[src/rtl/xpt_phase_sequencer.sv]
// Instruction phase sequencer: fetches opcodes, steps the XPT phase timer,
// and runs decoder-requested memory read/write cycles with a bus timeout.
module xpt_phase_sequencer #(
    parameter int unsigned WAIT_MAX     = 15,
    parameter logic [7:0]  ITABLE_RESET = 8'h00
) (
    input  logic       CLK,
    input  logic       RST,
    input  logic       PR_Reset_XPT,
    input  logic       P2_Set_CM1,
    input  logic       P2_Reset_ITABLE,
    input  logic       PC_R0,
    input  logic       PC_R1,
    input  logic       PC_R2,
    input  logic       PC_W0,
    input  logic       PC_W1,
    input  logic       PC_W2,
    input  logic       mem_ready,
    input  logic [7:0] mem_rdata,
    output logic       enable,
    output logic [3:0] XPT,
    output logic [3:0] notXPT,
    output logic [7:0] ITABLE,
    output logic [7:0] notITABLE,
    output logic       CM1,
    output logic       mem_req,
    output logic       mem_we,
    output logic       ad_sel_pc,
    output logic       pc_inc,
    output logic [7:0] dt_latch,
    output logic       err_seq,
    output logic       err_bus
);

    localparam int unsigned XPT_W  = 4;
    localparam int unsigned DATA_W = 8;
    localparam int unsigned WCNT_W = 8;
    localparam logic [XPT_W-1:0]  XPT_LAST  = XPT_W'(15);
    localparam logic [WCNT_W-1:0] WAIT_LAST = WCNT_W'(WAIT_MAX - 1);

    typedef enum logic [1:0] {
        ST_FETCH   = 2'd0,
        ST_EXEC    = 2'd1,
        ST_MEMWAIT = 2'd2
    } state_e;

    state_e              state_q,     state_d;
    logic [XPT_W-1:0]    xpt_q,       xpt_d;
    logic [DATA_W-1:0]   itable_q,    itable_d;
    logic                cm1_q,       cm1_d;
    logic                mem_req_q,   mem_req_d;
    logic                mem_we_q,    mem_we_d;
    logic                ad_sel_pc_q, ad_sel_pc_d;
    logic                pc_inc_q,    pc_inc_d;
    logic [DATA_W-1:0]   dt_latch_q,  dt_latch_d;
    logic                err_seq_q,   err_seq_d;
    logic                err_bus_q,   err_bus_d;
    logic [WCNT_W-1:0]   wait_cnt_q,  wait_cnt_d;
    logic                pend_pr_q,   pend_pr_d;
    logic                pend_cm1_q,  pend_cm1_d;
    logic                pend_rit_q,  pend_rit_d;

    logic rd_any_c;
    logic wr_any_c;
    logic do_end_c;
    logic end_cm1_c;
    logic end_rit_c;
    logic do_step_c;

    assign rd_any_c = PC_R0 | PC_R1 | PC_R2;
    assign wr_any_c = PC_W0 | PC_W1 | PC_W2;

    // State register and all registered outputs
    always_ff @(posedge CLK) begin
        if (RST) begin
            state_q     <= ST_FETCH;
            xpt_q       <= '0;
            itable_q    <= ITABLE_RESET;
            cm1_q       <= 1'b1;
            mem_req_q   <= 1'b0;
            mem_we_q    <= 1'b0;
            ad_sel_pc_q <= 1'b0;
            pc_inc_q    <= 1'b0;
            dt_latch_q  <= '0;
            err_seq_q   <= 1'b0;
            err_bus_q   <= 1'b0;
            wait_cnt_q  <= '0;
            pend_pr_q   <= 1'b0;
            pend_cm1_q  <= 1'b0;
            pend_rit_q  <= 1'b0;
        end else begin
            state_q     <= state_d;
            xpt_q       <= xpt_d;
            itable_q    <= itable_d;
            cm1_q       <= cm1_d;
            mem_req_q   <= mem_req_d;
            mem_we_q    <= mem_we_d;
            ad_sel_pc_q <= ad_sel_pc_d;
            pc_inc_q    <= pc_inc_d;
            dt_latch_q  <= dt_latch_d;
            err_seq_q   <= err_seq_d;
            err_bus_q   <= err_bus_d;
            wait_cnt_q  <= wait_cnt_d;
            pend_pr_q   <= pend_pr_d;
            pend_cm1_q  <= pend_cm1_d;
            pend_rit_q  <= pend_rit_d;
        end
    end

    // Next-state logic: per-state decisions, then shared end-of-phase / step actions
    always_comb begin
        state_d     = state_q;
        xpt_d       = xpt_q;
        itable_d    = itable_q;
        cm1_d       = cm1_q;
        mem_we_d    = mem_we_q;
        pc_inc_d    = 1'b0;
        dt_latch_d  = dt_latch_q;
        err_seq_d   = err_seq_q;
        err_bus_d   = err_bus_q;
        wait_cnt_d  = wait_cnt_q;
        pend_pr_d   = pend_pr_q;
        pend_cm1_d  = pend_cm1_q;
        pend_rit_d  = pend_rit_q;
        do_end_c    = 1'b0;
        end_cm1_c   = 1'b0;
        end_rit_c   = 1'b0;
        do_step_c   = 1'b0;

        unique case (state_q)
            ST_FETCH: begin
                // Opcode accepted only once the request is actually on the bus
                if (mem_req_q && mem_ready) begin
                    itable_d = mem_rdata;
                    cm1_d    = 1'b0;
                    xpt_d    = '0;
                    pc_inc_d = 1'b1;
                    state_d  = ST_EXEC;
                end
            end
            ST_EXEC: begin
                if (rd_any_c || wr_any_c) begin
                    state_d    = ST_MEMWAIT;
                    wait_cnt_d = '0;
                    mem_we_d   = wr_any_c;
                    if (rd_any_c && wr_any_c) begin
                        err_seq_d = 1'b1;
                    end
                    pend_pr_d  = PR_Reset_XPT;
                    pend_cm1_d = P2_Set_CM1;
                    pend_rit_d = P2_Reset_ITABLE;
                end else if (PR_Reset_XPT) begin
                    do_end_c  = 1'b1;
                    end_cm1_c = P2_Set_CM1;
                    end_rit_c = P2_Reset_ITABLE;
                end else begin
                    do_step_c = 1'b1;
                end
            end
            ST_MEMWAIT: begin
                if (mem_ready) begin
                    if (!mem_we_q) begin
                        dt_latch_d = mem_rdata;
                    end
                    mem_we_d   = 1'b0;
                    pend_pr_d  = 1'b0;
                    pend_cm1_d = 1'b0;
                    pend_rit_d = 1'b0;
                    if (pend_pr_q) begin
                        do_end_c  = 1'b1;
                        end_cm1_c = pend_cm1_q;
                        end_rit_c = pend_rit_q;
                    end else begin
                        do_step_c = 1'b1;
                    end
                end else if (wait_cnt_q == WAIT_LAST) begin
                    err_bus_d  = 1'b1;
                    mem_we_d   = 1'b0;
                    xpt_d      = '0;
                    cm1_d      = 1'b1;
                    itable_d   = ITABLE_RESET;
                    pend_pr_d  = 1'b0;
                    pend_cm1_d = 1'b0;
                    pend_rit_d = 1'b0;
                    state_d    = ST_FETCH;
                end else begin
                    wait_cnt_d = wait_cnt_q + WCNT_W'(1);
                end
            end
            default: begin
                state_d = ST_FETCH;
            end
        endcase

        // End of phase sequence: restart timer, optionally clear opcode / refetch
        if (do_end_c) begin
            xpt_d = '0;
            if (end_rit_c) begin
                itable_d = ITABLE_RESET;
            end
            if (end_cm1_c) begin
                cm1_d   = 1'b1;
                state_d = ST_FETCH;
            end else begin
                state_d = ST_EXEC;
            end
        end

        // Phase advance; the timer never wraps, running off the end is an error
        if (do_step_c) begin
            if (xpt_q == XPT_LAST) begin
                err_seq_d = 1'b1;
                xpt_d     = '0;
                itable_d  = ITABLE_RESET;
                cm1_d     = 1'b1;
                state_d   = ST_FETCH;
            end else begin
                xpt_d   = xpt_q + XPT_W'(1);
                state_d = ST_EXEC;
            end
        end

        // Bus request drops for one cycle whenever FETCH is (re)entered
        mem_req_d   = (state_d == ST_MEMWAIT) ||
                      ((state_q == ST_FETCH) && (state_d == ST_FETCH));
        ad_sel_pc_d = (state_d == ST_FETCH);
    end

    assign enable    = (state_q == ST_EXEC);
    assign XPT       = xpt_q;
    assign notXPT    = ~xpt_q;
    assign ITABLE    = itable_q;
    assign notITABLE = ~itable_q;
    assign CM1       = cm1_q;
    assign mem_req   = mem_req_q;
    assign mem_we    = mem_we_q;
    assign ad_sel_pc = ad_sel_pc_q;
    assign pc_inc    = pc_inc_q;
    assign dt_latch  = dt_latch_q;
    assign err_seq   = err_seq_q;
    assign err_bus   = err_bus_q;

endmodule

[config.mk]
export PLATFORM = sky130hd
export DESIGN_NAME = xpt_phase_sequencer
export DESIGN_NICKNAME = d
export VERILOG_FILES = /design/src/rtl/xpt_phase_sequencer.sv
export SDC_FILE = /design/constraint.sdc
export NUM_CORES = 1
export LEC_CHECK = 0
export ABC_AREA = 0
export ABC_CLOCK_PERIOD_IN_PS = 3900
export CAP_MARGIN = 20
export CORE_ASPECT_RATIO = 1.25
export CORE_MARGIN = 2
export CORE_UTILIZATION = 50
export DETAILED_ROUTE_END_ITERATION = 8
export HOLD_SLACK_MARGIN = 0.03
export PLACE_DENSITY = 0.84
export SLEW_MARGIN = 20
export SYNTH_ARGS = -nofsm -noshare
export SYNTH_HDL_FRONTEND = slang
export SYNTH_SLANG_ARGS = --single-unit
export TNS_END_PERCENT = 30
[constraint.sdc]
create_clock -name CLK -period 3.9 [get_ports CLK]
set_input_delay 0.78 -clock CLK [delete_from_list [all_inputs] [get_ports CLK]]
set_output_delay 0.78 -clock CLK [all_outputs]
set_load 0.01 [all_outputs]
* Yosys cells after proc, flatten, opt, wreduce, memory -nomap -nowiden
Cells that the tools add are included.
Storage, ports and cells: input bits 20, bits in latches 0, memories kept 0, output and inout bits 40, bits in writable memories 0, bits in read-only memories 0, flip-flop bits (word level) 40
Operators by class: bitwise logic cells 9, multiply operators 0, reductions and logical operators 15, multiplexer cells 72, shifts and indexed selects 0, $add $sub $neg 2, divide/modulo/power cells 0, eq/ne operators 12, $lt $le $gt $ge 0
Operators with widths (number):
- $mux 8 | 10
- $mux 1 | 37
- $pmux 8 s2 | 2
- $mux 4 | 6
- $pmux 1 s2 | 9
- $mux 2 | 6
- $ne 4x4->1 const B | 3
- $reduce_and 3->1 | 3
- $add 8x1->8 const B | 1
- $eq 8x4->1 const B | 1
- $not 8->8 | 1
- $pmux 4 s2 | 1
- $reduce_and 4->1 | 2
- $pmux 2 s3 | 1
- $add 4x1->4 const B | 1
- $eq 2x2->1 const B | 2
- $eq 4x4->1 const B | 1
- $logic_not 2->1 | 2
- $ne 2x2->1 const B | 2
- $not 4->4 | 1
- $or 1x1->1 | 4
- $reduce_bool 4->1 | 1
- $logic_and 1x1->1 | 3
- $ne 3x3->1 const B | 1
- other kinds (6) | 9

* Logic depth before layout (Yosys ltp)
Gate-level depths: netlist of the first run.
word-level depth 11, gate-level depth with buffers 8

* Least setup slack after synthesis of the first run
Ideal clock, no wire load.
path kind input-to-reg, start input port mem_ready, end register wait_cnt_q[5], arrival 2038 ps, cell stages on the path 6, setup slack 1793 ps, buffers on the path 1, library setup time 70 ps, path through buf_6 -> nand2b_1 -> o21bai_4 -> a21o_1 -> or4_1 -> a21oi_1
On the way: word-level cells in the longest chain between the ends 2
RTL lines:
- from (decl) | RTL line 18 | input logic mem_ready,
- $ne 2x2->1 (no line)
- $reduce_and 4->1 (no line)
- to (signal assigned) | RTL line 103 | wait_cnt_q <= wait_cnt_d;
- to (decl) | RTL line 58 | logic [WCNT_W-1:0] wait_cnt_q, wait_cnt_d;
Every way passes these cells. A chain may end at the register's enable or synchronous reset.

* Worst setup path after layout of the first run
start input port PC_R1, end register itable_q[7], in the netlist ITABLE[7]
On the way: word-level cells in the longest chain between the ends 9, elaborated cells on any way between the ends 13
RTL lines:
- from (decl) | RTL line 13 | input logic PC_R1,
- $or 1x1->1 (*) (2 in a row) | RTL line 70 | assign rd_any_c = PC_R0 | PC_R1 | PC_R2;
- $logic_or 1x1->1 (*) | RTL line 142 | if (rd_any_c || wr_any_c) begin
- $mux 1 | RTL line 142
- $pmux 1 s2 | RTL line 130 | unique case (state_q)
- $mux 8 | RTL line 198 | if (end_rit_c) begin
- $mux 8 | RTL line 196 | if (do_end_c) begin
- $mux 8 | RTL line 211 | if (xpt_q == XPT_LAST) begin
- $mux 8 (*) | RTL line 210 | if (do_step_c) begin
- to (signal assigned) | RTL line 94 | itable_q <= itable_d;
- to (decl) | RTL line 49 | logic [DATA_W-1:0] itable_q, itable_d;
Every way passes the cells marked *; elsewhere a longest branch is shown, timed or not.

==> impl.org, run 1 <==
** GRT
- Number of global-route vias before repair :: 1707
- Wire length of the first global-routing pass :: 7670 um
- Global routing finished with a remaining overflow of 0.
- Total routing usage reported by global routing :: 22.8%
- Number of antenna violations at the first check in global routing :: 0
- Entering global routing, the biggest net connects 20 pins.

** Clocking
- Post_cts resized :: 0
- Hold repair after CTS inserted 0 buffers.
- Clock latency on the worst-skew pair, taken at its later pin, is 0.30 ns.
- Counting along the longest clock path gives a buffer depth of 2.
- Clock Pin Slew Worst Setup and Hold Paths :: 0.08 ns
- Post-CTS timing repair inserted 0 buffers for setup.
- In this run the number of H-tree levels came out at 2.
- CTS placed an instance of sky130_fd_sc_hd__clkbuf_8 at the clock tree root.
- Clock Sinks :: 40
- TritonCTS built the clock tree.
- TritonCTS buffer count :: 5

** STA
- Final total negative setup slack :: 0 ns
- Final-report hold violation count :: 0
- Setup repair after global routing left no endpoint under its margin.
- Headroom to the max-slew limit came out at 58.3%.
- Final Max Tran Viols :: 0
- The worst path needs between 2 and 3 ns of the cycle, external delays included.
- Across all setup checks in the final design, the least slack found is roughly 1.4 ns.
- After layout, the worst path uses between 60 and 70% of the clock period.
- Count of final setup violators :: 0
- Derived from the worst setup path, the maximum achievable clock frequency is ~0.4 GHz.
- At the pin with the least slew margin, the transition time is 0.621 ns.
- Final setup skew :: 0.00389 ns

** Floorplanning
- Die outline height :: 73.9 um
- From left edge to right edge, the die measures 60.0 um.
- Initial core utilization :: 52.1%
- Die Footprint :: 0.00443 mm2
- After floorplanning, the core was divided into 25 placement rows.
- IO Pins :: 60
- The core region is 0.00375 mm2.

** Power
- VDD sags by at most 0.000234 V.
- Dividing total power by cell area gives a power density of 476 mW/mm2.
- In this run switching power makes up 34.9% of total power.
- The analysis attributes to net switching a power of 0.441 mW.
- In this run, the clock network consumes a little over a fifth of the power.
- Combinational logic is responsible for 37.9% of the overall power.
- Internal power comes to 0.821 mW.
- For this design the static power due to leakage is 0.948 nW.
- Of the total power, registers draw 40.2%.

** Synth
- Net count after synthesis :: 261
- Synthesized netlist cell count :: 234
- Number of enable-type register cells in the synthesized netlist :: 0
- After synthesis the netlist holds a flip-flop and latch count of 40.
- Top-area cell type share of the netlist area :: about two fifths
- Synth area leader :: sky130_fd_sc_hd__dfxtp_1
- The cell area that synthesis handed to floorplanning was 0.00196 mm2.
- After synthesis, the most frequently instantiated cells are 40 x sky130_fd_sc_hd__dfxtp_1, 30 x sky130_fd_sc_hd__nor2_1, 22 x sky130_fd_sc_hd__nand2_1.
- Counting flops with an async set or reset pin after synthesis yields a share of 0%.
- Sequential elements use 40.9% of the synthesized area.
- During synthesis, Yosys emitted a total of 0 warnings.
- By instance count, the leading cell after synthesis is sky130_fd_sc_hd__dfxtp_1.
- Among all flip-flop cells after synthesis, the most frequent one is sky130_fd_sc_hd__dfxtp_1.
- Unique cell type count in the Yosys netlist :: 48
- The average instance in the mapped netlist occupies roughly 8.4 um2.
- Cells taking the most area after synthesis :: sky130_fd_sc_hd__dfxtp_1 41%, sky130_fd_sc_hd__nor2_1 5.8%, sky130_fd_sc_hd__a21oi_1 5.4%

** Run status
- Result of the run :: finished, final reports clean

** Routing
- The detailed router finished its first iteration with 58 violations.
- In the final routed layout, each cell accounts on average for 14.6 um.
- Remaining antenna violation count :: 0
- DRC Markers :: 0
- The routed design has 4850 um of wire.
- Dividing the detail-routed via count by the number of cells gives 5.69.
- For this block, the via count after detailed routing is 1895.
- Before antenna repair, the detailed router went through 4 iterations.

** Critical path
- Ordered list of cells on the worst path :: clkdlybuf4s50_1, nor4b_2, and3_1, a22oi_1, o21ai_1, nor2_1
- Arrival time reported for the critical path endpoint :: 2.69 ns
- The critical path is of the input pin to register type.
- The number of buffers and inverters on the critical path is 1.
- The kind of cell with the highest combined delay along the critical path is simple AND/OR/NAND/NOR gates.
- Worst path max stage delay :: 0.51 ns
- For the worst setup path, the data required time is 4.07 ns.
- The worst setup path is captured at a register.
- Worst Path Max Fanout :: 8
- The worst setup path is launched from an input pin.
- Slowest CP cell :: sky130_fd_sc_hd__o21ai_1

** Min path
- Worst min path class :: register to register

** Place
- Prior to clock tree synthesis, the placed netlist has a worst setup slack of 1.13 ns.
- Count of input and output buffers :: 59
- The placed instances occupy a cell area of 0.00256 mm2.
- HPWL after detailed placement :: 3600 um
- The congestion estimate from routability-driven global placement came to 0.846.

** Final layout
- In the final layout, the share of cells above drive strength 1 is 6.48%.
- The multi-input combinational cells in the finished layout cover a total of between 0.001 and 0.0015 mm2.
- The area growth from synthesis to layout is 35.5%.
- Cells fill 70.6% of the core in the end.
- The final layout contains between 300 and 400 nets.
- Number of diodes added for antenna fixing :: 0
- After routing the design area is around 0.0027 mm2.
- Fill cells in the final layout number 303.
- Register area :: 801 um2

** Flow run
- Across the run, the number of max-cap violations was 0.
==> path summary, 6_finish.rpt <==
check | startpoint | end | slack, ns | cells after the start
max reg2reg | state_q[1]$_SDFF_PP0_ | ITABLE[7]$_SDFF_PP0_ | 1.59 | 7
max | PC_R1 | ITABLE[7]$_SDFF_PP0_ | 1.37 | 6
min reg2reg | dt_latch[5]$_SDFFE_PP0P_ | dt_latch[5]$_SDFFE_PP0P_ | 0.45 | 2
min | dt_latch[5]$_SDFFE_PP0P_ | dt_latch[5]$_SDFFE_PP0P_ | 0.45 | 2
==> layout by cell type (no fill, tap or decap), drive strengths merged, types with 3 or more instances in the layout <==
cell,instances
a211oi,4
a21o,3
a21oi,21
a22oi,13
and3,4
clkbuf,5
clkdlybuf4s50,59
clkinv,3
dfxtp,40
ha,7
inv,20
nand2,22
nand3,4
nor2,31
nor3,7
o21a,3
o21ai,5
or3,4
xnor2,5
==> worst reg2reg max path: stages (launching register included) <==
cell	delay, ns
sky130_fd_sc_hd__dfxtp_1	0.37
sky130_fd_sc_hd__inv_1	0.11
sky130_fd_sc_hd__ha_1	0.29
sky130_fd_sc_hd__nor4b_2	0.40
sky130_fd_sc_hd__and3_1	0.28
sky130_fd_sc_hd__a22oi_1	0.11
sky130_fd_sc_hd__o21ai_1	0.51
sky130_fd_sc_hd__nor2_1	0.12
==> per-stage QoR <==
step	hold slack, ns	power, mW	cells
finish	0.454	1.26	333
global route	0.473	1.33	333
CTS	0.456	1.26	333
detailed placement	0.446	0.991	325
global placement	0.441	0.983	325
floorplan	0.460	0.790	234
==> cells by family (layout without fill, tap and decap cells) <==
| group | after synthesis | after routing | share of synthesized area (%) |
|---|---|---|---|
| muxes | 1 | 1 | 0.512 |
| DFF | 40 | 40 | 40.9 |
| buffers and inverters | 29 | 88 | 5.95 |
| xor gates and xnor gates | 5 | 5 | 2.24 |
| and+or+nand+nor | 87 | 87 | 22.8 |
| adders and majority gates | 7 | 7 | 4.48 |
| AOI/OAI and AO/OA | 65 | 65 | 23.1 |
==> cell type report <==
cell class                 instances  share of cell area, %
multi-input combinational        165                   39.2
clock buffer                       5                   2.60
clock inverter                     3                  0.708
sequential                        40                   30.2
inverter                          20                   2.83
tap                               40                   1.89
timing repair buffer              60                   22.6
==> registers in the layout (all words and copies together), names as in the netlist <==
name,count
dt_latch,8
pend_pr_q,1
pend_cm1_q,1
XPT,4
err_seq,1
wait_cnt_q,8
state_q,2
err_bus,1
mem_req,1
ad_sel_pc,1
pc_inc,1
CM1,1
ITABLE,8
mem_we,1
pend_rit_q,1
==> power groups by stage <==
stage	clock (mW)	sequential, mW	combinational (mW)
floorplan	0	0.526	0.264
global placement	0	0.515	0.468
detailed placement	0	0.517	0.473
CTS	0.278	0.507	0.478
global route	0.294	0.513	0.525
finish	0.276	0.507	0.478
==> per-layer routing <==
metal	vias to the layer above	GRT usage, %	share of wire (%)
met5	-	0	0
met3	10	5.04	5.1
met4	0	9.14	2.3
met2	56	39.9	51
li1	947	-	-
met1	882	26.7	41
(Power assumes the default switching activity.)
==> run 2: changes to the inputs <==
--- a/config.mk
+++ b/config.mk
@@ -6,14 +6,14 @@
 export NUM_CORES = 1
 export LEC_CHECK = 0
 export ABC_AREA = 0
-export ABC_CLOCK_PERIOD_IN_PS = 3900
+export ABC_CLOCK_PERIOD_IN_PS = 2050
 export CAP_MARGIN = 20
 export CORE_ASPECT_RATIO = 1.25
 export CORE_MARGIN = 2
-export CORE_UTILIZATION = 50
+export CORE_UTILIZATION = 42
 export DETAILED_ROUTE_END_ITERATION = 8
 export HOLD_SLACK_MARGIN = 0.03
-export PLACE_DENSITY = 0.84
+export PLACE_DENSITY = 0.75
 export SLEW_MARGIN = 20
 export SYNTH_ARGS = -nofsm -noshare
 export SYNTH_HDL_FRONTEND = slang
==> constraint.sdc (replaced) <==
create_clock -name CLK -period 2.05 [get_ports CLK]
set_input_delay 0.41 -clock CLK [delete_from_list [all_inputs] [get_ports CLK]]
set_output_delay 0.41 -clock CLK [all_outputs]
set_load 0.01 [all_outputs]
==> run 2 against run 1 <==
  * Clock-buffer cell count rose by 1
  * Final cell count is 14% higher
  * Critical path depth did not move
  * Highest routed layer unchanged
  * Critical endpoint is now ad_sel_pc$_SDFF_PP0_
  * Combinational power increased by 130%
  * Global-route usage down 2.2 points
  * Sequential power grew 89%
  * Setup slack got worse by 1.3 ns
  * Non-clock buffer count is 27 higher
  * Routed wire length grew 5.5%
  * Design area increased by 11%
  * Flip-flop and latch count unchanged
  * Largest power group is now combinational cells
  * Critical path type unchanged
  * Sequential share of layout area is 3.0 points lower
==> impl.org, run 2 (synthesis gave the netlist of run 1 again) <==
** Clocking
- TritonCTS buffer count :: 5 (unchanged)
- The post-cts resize count is 0 (unchanged).
- Setup bufs post-CTS :: 0 (unchanged)
- Count of hold-fix buffers inserted at cts :: 0 (unchanged)
- Clock Pin Slew Worst Setup and Hold Paths :: 0.08 ns (about the same)
- The clock tree from TritonCTS was built (unchanged).
- Later-pin clock latency in the skew report :: 0.30 ns (about the same)
- CTS Root Cell :: sky130_fd_sc_hd__clkbuf_8 (unchanged)
- The total number of clock tree sinks is 40 (unchanged).
- The maximum level of the CTS H-tree came to 2 (unchanged).
- CTS Buffer Depth :: 2 (unchanged)

** Critical path
- Data required, critical path :: 2.22 ns (was 4.07 ns)
- The reg-to-reg setup timing slack was 0.10 ns (was 1.59 ns).
- The endpoint type of the worst setup path was a register (unchanged).
- Reg2Reg Depth :: 8 (was 7)
- The destination of the worst register-to-register timing path was wait_cnt_q[5]$_SDFFE_PP0P_ (was ITABLE[7]$_SDFF_PP0_).
- The element type at the critical path start is an input pin (unchanged).
- Worst Path Max Fanout :: 4 (was 8)
- The arrival time at the worst endpoint is 2.13 ns (was 2.69 ns).
- The worst setup path category is input pin to register (unchanged).
- Reg-to-reg startpoint :: state_q[1]$_SDFF_PP0_ (unchanged)

** Place
- The number of buffers added on ports was 59 (unchanged).
- The number of cells in the design after placement was 370 (was 325).
- Weighted congestion reported at the end of routability-driven placement :: 0.853 (was 0.846)
- The detailed-placement wirelength estimate is 3940 um (was 3600 um).

** Routing
- Total via count after detailed routing :: 1994 (was 1895)
- The average via count per standard cell is 5.28 (was 5.69).
- DR WL/cell :: 13.5 um (was 14.6 um)
- Total wire length :: 5120 um (was 4850 um)
- The number of search-and-repair iterations in the first detailed-routing pass is 4 (unchanged).
- DRT iter0 DRCs :: 79 (was 58)
- Remaining antenna violation count :: 0 (unchanged)
- The number of remaining DRC errors was 0 (unchanged).

** Power
- Worst IR Drop VDD :: 0.000574 V (was 0.000234 V)
- P_sw :: 0.884 mW (was 0.441 mW)
- Comb power frac :: 39.9% (was 37.9%)
- The internal power came to 1.85 mW (was 0.821 mW).
- Leakage Power :: 1.10 nW (was 0.948 nW)
- The total power divided by cell area came to 926 mW/mm2 (was 476 mW/mm2).
- The sequential power share came to 35.1% (was 40.2%).
- Switching part of the total :: 32.4% (was 34.9%)
- Clk network pwr share :: 25.1% (was 21.9%)

** STA
- The routed design could run at a clock period as short as 1.96 ns.
- Final setup skew :: 0.00689 ns (was 0.00389 ns)
- Remaining max-slew budget at the tightest pin :: 58.7% (was 58.3%)
- Final Max Tran Viols :: 0 (unchanged)
- The worst hold slack is 0.457 ns (was 0.454 ns).
- Maximum frequency from static timing analysis :: 0.511 GHz
- Worst slew pin tran :: 0.619 ns (was 0.621 ns)
- Unrepaired setup endpoints after global routing :: true (was false)
- The count of final hold-check violations was 0 (unchanged).
- The count of endpoints failing setup in the final report is 0 (unchanged).
- Share of the clock period used by the worst path :: between 90% and 100%
- Final total negative setup slack :: 0 ns (unchanged)

** Floorplanning
- The core area came to 0.00446 mm2 (was 0.00375 mm2).
- The die width was 65.1 um (was 60.0 um).
- FP Rows :: 27 (was 25)
- The y dimension of the die came to 80.3 um (was 73.9 um).
- Initial core utilization :: 43.9% (was 52.1%)
- The I/O pin count came to 60 (unchanged).
- Die Footprint :: 0.00522 mm2 (was 0.00443 mm2)

** Final layout
- The area used by multi-input combinational logic was 0.00108 mm2 (was 0.00104 mm2).
- Area growth from synthesis to layout :: 50.6% (was 35.5%)
- The antenna diode count was 0 (unchanged).
- Most frequent cells in the layout :: 59 x sky130_fd_sc_hd__clkdlybuf4s50_1, 39 x sky130_fd_sc_hd__dfxtp_1, 30 x sky130_fd_sc_hd__nor2_1 (was 59 x sky130_fd_sc_hd__clkdlybuf4s50_1, 40 x sky130_fd_sc_hd__dfxtp_1, 30 x sky130_fd_sc_hd__nor2_1)
- The most frequent standard cell in the layout excluding fill and tap cells is sky130_fd_sc_hd__clkdlybuf4s50_1 (unchanged).
- Fill cells :: 409 (was 303)
- The final net count was 346 (was 319).
- Final std cells w/o fill :: 378 (was 333)
- Register area :: 802 um2 (was 801 um2)
- Fraction of final layout cells sized beyond drive strength 1 :: 16.6% (was 6.48%)

** Min path
- Worst min path class :: register to register (unchanged)
- Hold-critical path endpoint :: dt_latch[4]$_SDFFE_PP0P_ (was dt_latch[5]$_SDFFE_PP0P_)
- Worst Hold Launch :: dt_latch[4]$_SDFFE_PP0P_ (was dt_latch[5]$_SDFFE_PP0P_)
- The count of cells along the worst hold path is 2 (unchanged).

** Run status
- Result of the run :: finished, final reports clean (unchanged)

** GRT
- Number of antenna violations at the first check in global routing :: 0 (unchanged)
- The largest net degree at the start of global routing came to 21 (was 20).
- Wire length of the first global-routing pass :: 8420 um (was 7670 um)
- The via count of the first global-routing pass is 1934 (was 1707).
- The remaining global-route overflow came to 0 (unchanged).
- The combined global-route utilization of all metal layers is 20.6% (was 22.8%).

** Flow run
- The max-capacitance violation count came to 0 (unchanged).
[run 2: layer usage]
| layer | vias up | wire length [um] | track usage [%] |
|---|---|---|---|
| li1 | 1000 | - | - |
| met1 | 922 | 2130 | 23.3 |
| met2 | 61 | 2610 | 37.0 |
| met3 | 11 | 280 | 5.04 |
| met4 | 0 | 95 | 8.13 |
| met5 | - | 0 | 0 |
[run 2: area by class of cell]
type	instances	area share (%)
clock buffers	6	2.80
clock inverters	2	1.32
inverters	20	2.55
multi-input cells	165	36.5
flip-flops and latches	40	27.2
well taps	58	2.46
repair buffers	87	27.2
[run 2: critical path, stage by stage]
cell                              delay [ns]
sky130_fd_sc_hd__clkdlybuf4s50_1        0.45
sky130_fd_sc_hd__or4b_4                 0.60
sky130_fd_sc_hd__nor2_4                 0.15
sky130_fd_sc_hd__nor3_2                 0.07
sky130_fd_sc_hd__o311ai_4               0.34
sky130_fd_sc_hd__a211oi_1               0.12
[run 2: worst max path at each step]
stage                                          start                    endpoint  slack, ns  cells after the start
after floorplan                state_q[1]$_SDFF_PP0_        ad_sel_pc$_SDFF_PP0_       0.09                      7
after global placement                         PC_R1        ad_sel_pc$_SDFF_PP0_      -0.18                      6
after detailed placement                       PC_R1          mem_req$_SDFF_PP0_      -0.24                      6
after CTS                      state_q[1]$_SDFF_PP0_  wait_cnt_q[5]$_SDFFE_PP0P_      0.002                      8
after global routing      wait_cnt_q[0]$_SDFFE_PP0P_     pend_rit_q$_SDFFE_PP0P_      -0.02                      9
final                                          PC_R1        ad_sel_pc$_SDFF_PP0_       0.09                      6
[run 2: through the flow]
| step | instance area [um2] | util, % | total power [mW] | setup slack (ns) |
|---|---|---|---|---|
| CTS | 2910 | 65.3 | 2.70 | 0.00171 |
| global placement | 2790 | 62.5 | 1.99 | -0.179 |
| global route | 2950 | 66.1 | 2.89 | -0.0191 |
| finish | 2950 | 66.1 | 2.73 | 0.0948 |
| detailed placement | 2790 | 62.5 | 2.01 | -0.244 |
| floorplan | 1960 | - | 1.50 | 0.0861 |
[run 2: power by group through the flow]
stage,Sequential (mW),Combinational (mW),Clock [mW]
after floorplan,1.00,0.502,0
after global placement,0.971,1.02,0
after detailed placement,0.975,1.04,0
after CTS,0.957,1.05,0.699
after global routing,0.968,1.18,0.737
final,0.958,1.09,0.684
==> run 3: changes to the inputs <==
--- a/config.mk
+++ b/config.mk
@@ -7,7 +7,6 @@
 export LEC_CHECK = 0
 export ABC_AREA = 0
 export ABC_CLOCK_PERIOD_IN_PS = 2050
-export CAP_MARGIN = 20
 export CORE_ASPECT_RATIO = 1.25
 export CORE_MARGIN = 2
 export CORE_UTILIZATION = 42
==> results of run 3 <==
Final layout, timing and power as in run 2 (identical DEF).
